### config.mk
export PLATFORM = sky130hd
export DESIGN_NAME = shadow_regfile
export DESIGN_NICKNAME = d
export VERILOG_FILES = /design/src/rtl/shadow_regfile.sv
export SDC_FILE = /design/constraint.sdc
export NUM_CORES = 1
export LEC_CHECK = 0
export BUFFER_PORTS_ARGS = -buffer_cell sky130_fd_sc_hd__buf_4
export CAP_MARGIN = 15
export CORE_MARGIN = 5
export CORE_UTILIZATION = 63
export DETAILED_ROUTE_END_ITERATION = 8
export HOLD_SLACK_MARGIN = 0.02
export PLACE_DENSITY_LB_ADDON = 0.1
export SKIP_CTS_REPAIR_TIMING = 1
export SLEW_MARGIN = 15
export SYNTH_ARGS = -nofsm -noshare
export SYNTH_HDL_FRONTEND = slang
export SYNTH_SLANG_ARGS = --single-unit
### constraint.sdc
create_clock -name clk -period 2.65 [get_ports clk]
set_clock_uncertainty 0.1 [all_clocks]
set_input_delay 0.53 -clock clk [delete_from_list [all_inputs] [get_ports clk]]
set_output_delay 0.53 -clock clk [all_outputs]
set_load 0.005 [all_outputs]
### src/rtl/shadow_regfile.sv
// Shadow architectural register file: one write port, one async read port, x0 reads zero.
`default_nettype none

module shadow_regfile #(
  parameter int XLEN  = 32,
  parameter int NREGS = 32
) (
  input  logic                     clk,
  input  logic                     rst_n,
  input  logic                     clr_i,
  input  logic                     we_i,
  input  logic [$clog2(NREGS)-1:0] waddr_i,
  input  logic [XLEN-1:0]          wdata_i,
  input  logic [$clog2(NREGS)-1:0] raddr_i,
  output logic [XLEN-1:0]          rdata_o
);

  localparam int REG_W = $clog2(NREGS);

  logic [XLEN-1:0] regs_q [NREGS-1:1];

  // x0 has no storage; clear has priority so a run always starts from zero
  for (genvar g = 1; g < NREGS; g++) begin : g_reg
    always_ff @(posedge clk or negedge rst_n) begin
      if (!rst_n) begin
        regs_q[g] <= '0;
      end else if (clr_i) begin
        regs_q[g] <= '0;
      end else if (we_i && (waddr_i == REG_W'(g))) begin
        regs_q[g] <= wdata_i;
      end
    end
  end

  always_comb begin
    rdata_o = '0;
    if (raddr_i != '0) begin
      rdata_o = regs_q[raddr_i];
    end
  end

endmodule

`default_nettype wire

==> impl_metrics.env <==
export IMPL_status="finished with violations"
export IMPL_violations="negative setup slack"
export IMPL_async_flop_share_pct=100
export IMPL_cap_violations=0
export IMPL_grt_use_total_pct=39.0
export IMPL_rows=101
export IMPL_p_leak_nw=23.9
export IMPL_ys_ff_latch=992
export IMPL_pre_cts_ws_ns=-0.722
export IMPL_synth_simple_gate_area_share_pct=18.6
export IMPL_synth_area_um2=47700
export IMPL_synth_seq_area_share_pct=52.0
export IMPL_gp_congestion=0.918
export IMPL_clockRootBuffer="clkbuf_16"
export IMPL_core_area_um2=75600
export IMPL_place_area_um2=51800
export IMPL_firstDrtPassIters=9
export IMPL_hp_class="in -> reg"
export IMPL_finalWorstSetupSlack_ns=-0.337
export IMPL_yosysUniqueCellTypes=36
export IMPL_clockBufferDepth=3
export IMPL_fillCellCount=5459
export IMPL_max_slew_margin_rel_pct=58.3
export IMPL_synth_flop_cell="dfrtp_1"
export IMPL_area_delta_synth_final_pct=19.4
export IMPL_synth_edf_count=0
export IMPL_dieHeight_um=285
export IMPL_hpwl_um=95900
export IMPL_grt_overflow_total=0
export IMPL_syn_mean_instance_area_um2=8.86
export IMPL_yosys_warnings=0
export IMPL_fmax_ghz=0.335
export IMPL_final_cell_mix="2017 x nand2_1, 1008 x a21oi_1, 992 x dfrtp_1, 392 x buf_4, 319 x mux2i_1"
export IMPL_cts_tree="yes"
export IMPL_synth_cells=5392
export IMPL_min_period_ns=2.99
export IMPL_antenna_found_initial=5
export IMPL_drc=0
export IMPL_powerDensity_nw_per_um2=577
export IMPL_drive_gt1_share_pct=17.6
export IMPL_drtIter0Drc=6186
export IMPL_clock_sinks=992
export IMPL_grt_pass1_vias=41516
export IMPL_clkLatencyLatePin_ns=0.68
export IMPL_fin_cells=6560
export IMPL_utilization_pct=75.4
export IMPL_grt_pass1_wl_um=247000
export IMPL_viasPerCell=6.52
export IMPL_finalNetCount=5547
export IMPL_top_register="regs_q"
export IMPL_cp_end_kind="primary output"
export IMPL_drv_slew=0
export IMPL_dpl_cell_count=6328
export IMPL_synth_compound_area_share_pct=14.1
export IMPL_routedWlPerCell_um=25.3
export IMPL_cp_start_kind="input port"
export IMPL_totalWireLength_um=166000
export IMPL_total_power_mw=32.9
export IMPL_final_seq_area_um2=24800
export IMPL_hold_viol_final=0
export IMPL_synth_top_family_by_area="simple AND/OR/NAND/NOR gates"
export IMPL_start_util_pct=63.2
export IMPL_largest_reg_flops=992
export IMPL_post_route_period_util_pct=113
export IMPL_rsz0062_at_grt="yes"
export IMPL_synth_fa_ha_area_share_pct=0
export IMPL_ir_worst_vdd_mv=0.543
export IMPL_synth_xor_area_share_pct=0
export IMPL_numPortBuffers=77
export IMPL_crit_type="in -> out"
export IMPL_htreeDepth=3
export IMPL_syn_nets=5438
export IMPL_path_clk_slew_ns=0.06
export IMPL_grt_max_degree=111
export IMPL_largestRegisters="regs_q: 992 flops"
export IMPL_die_w_um=285
export IMPL_cts_made_buffers=101
export IMPL_fin_area_um2=57000
export IMPL_final_common_cell="nand2_1"
export IMPL_multi_input_area_um2=21800
export IMPL_vias=42785
export IMPL_tns_ns=-7.41
export IMPL_critPathRequiredTime_ns=2.02
export IMPL_tightest_slew_ns=0.626
export IMPL_drt_antenna_violating_nets=0
export IMPL_synthMuxAreaShare_pct=10.5
export IMPL_cp_arrival_ns=2.36
export IMPL_io_pins=78
export IMPL_setup_viol=32
export IMPL_whs_ns=0.174
export IMPL_cp_max_fo=10
export IMPL_die_area_um2=81400
==> Yosys cell counts, types with 4 or more instances <==
| library cell | instances | area (um^2) |
|---|---|---|
| a211oi_1 | 29 | 218 |
| a21oi_1 | 1024 | 5120 |
| a221o_1 | 32 | 320 |
| a22oi_1 | 32 | 240 |
| and2_1 | 6 | 37.5 |
| buf_1 | 17 | 63.8 |
| buf_2 | 86 | 430 |
| buf_4 | 17 | 128 |
| buf_6 | 9 | 101 |
| clkbuf_1 | 397 | 1490 |
| dfrtp_1 | 992 | 24800 |
| mux2_2 | 31 | 349 |
| mux2i_1 | 320 | 3200 |
| mux4_2 | 64 | 1440 |
| nand2_1 | 2017 | 7570 |
| nand2b_1 | 6 | 37.5 |
| nor2_1 | 19 | 71.3 |
| nor2b_1 | 37 | 231 |
| nor3_1 | 66 | 330 |
| nor3_2 | 4 | 40.0 |
| nor4_2 | 32 | 400 |
| o22ai_1 | 128 | 801 |
==> path summary, 6_finish.rpt <==
check | end | slack [ns] | cells after the start | start
setup / recovery | rdata_o[28] | -0.34 | 9 | raddr_i[1]
hold / removal | regs_q[545] | 0.17 | 2 | clr_i
setup reg to reg | regs_q[175] | 1.78 | 2 | regs_q[175]
hold reg to reg | regs_q[442] | 0.42 | 2 | regs_q[442]
max in group asynchronous | regs_q[951] | 1.19 | 4 | rst_n
min in group asynchronous | regs_q[126] | 0.27 | 2 | rst_n
==> critical path, stage by stage <==
cell	delay, ns
buf_12	0.13
nand2b_2	0.21
buf_4	0.22
buf_4	0.20
o22ai_2	0.25
nor3_1	0.11
buf_4	0.15
nor4_2	0.36
buf_4	0.19
==> layer usage <==
metal | GRT usage, % | vias up | routed length, um
met1 | 51.2 | 20981 | 60400
li1 | - | 18310 | -
met3 | 9.50 | 616 | 20000
met4 | 21.7 | 6 | 9570
met2 | 60.2 | 2872 | 76200
met5 | 0 | - | 45
==> layout make-up <==
type	count	share of cell area, %
Antenna cell	2	0.00878
Clock buffer	151	5.12
Clock inverter	31	0.672
Multi-Input combinational cell	3871	38.3
Sequential cell	992	43.6
Tap cell	978	2.15
Timing Repair Buffer	535	10.2
==> logic make-up (layout without fill, tap and decap cells) <==
family / Yosys count / in the layout
other: 0 / 2
multiplexers: 416 / 416
AND/OR/NAND/NOR: 2207 / 2207
buffers and inverters: 529 / 717
flip-flops: 992 / 992
AO/OA/AOI/OAI: 1248 / 1248
==> power by group <==
| part | internal (mW) | switching [mW] | total [mW] |
|---|---|---|---|
| logic | 1.09 | 2.09 | 3.18 |
| clock network | 8.20 | 6.22 | 14.4 |
| registers | 15.3 | 0.0586 | 15.3 |
| total | 24.5 | 8.36 | 32.9 |
Power figures use the tool's default switching activity.
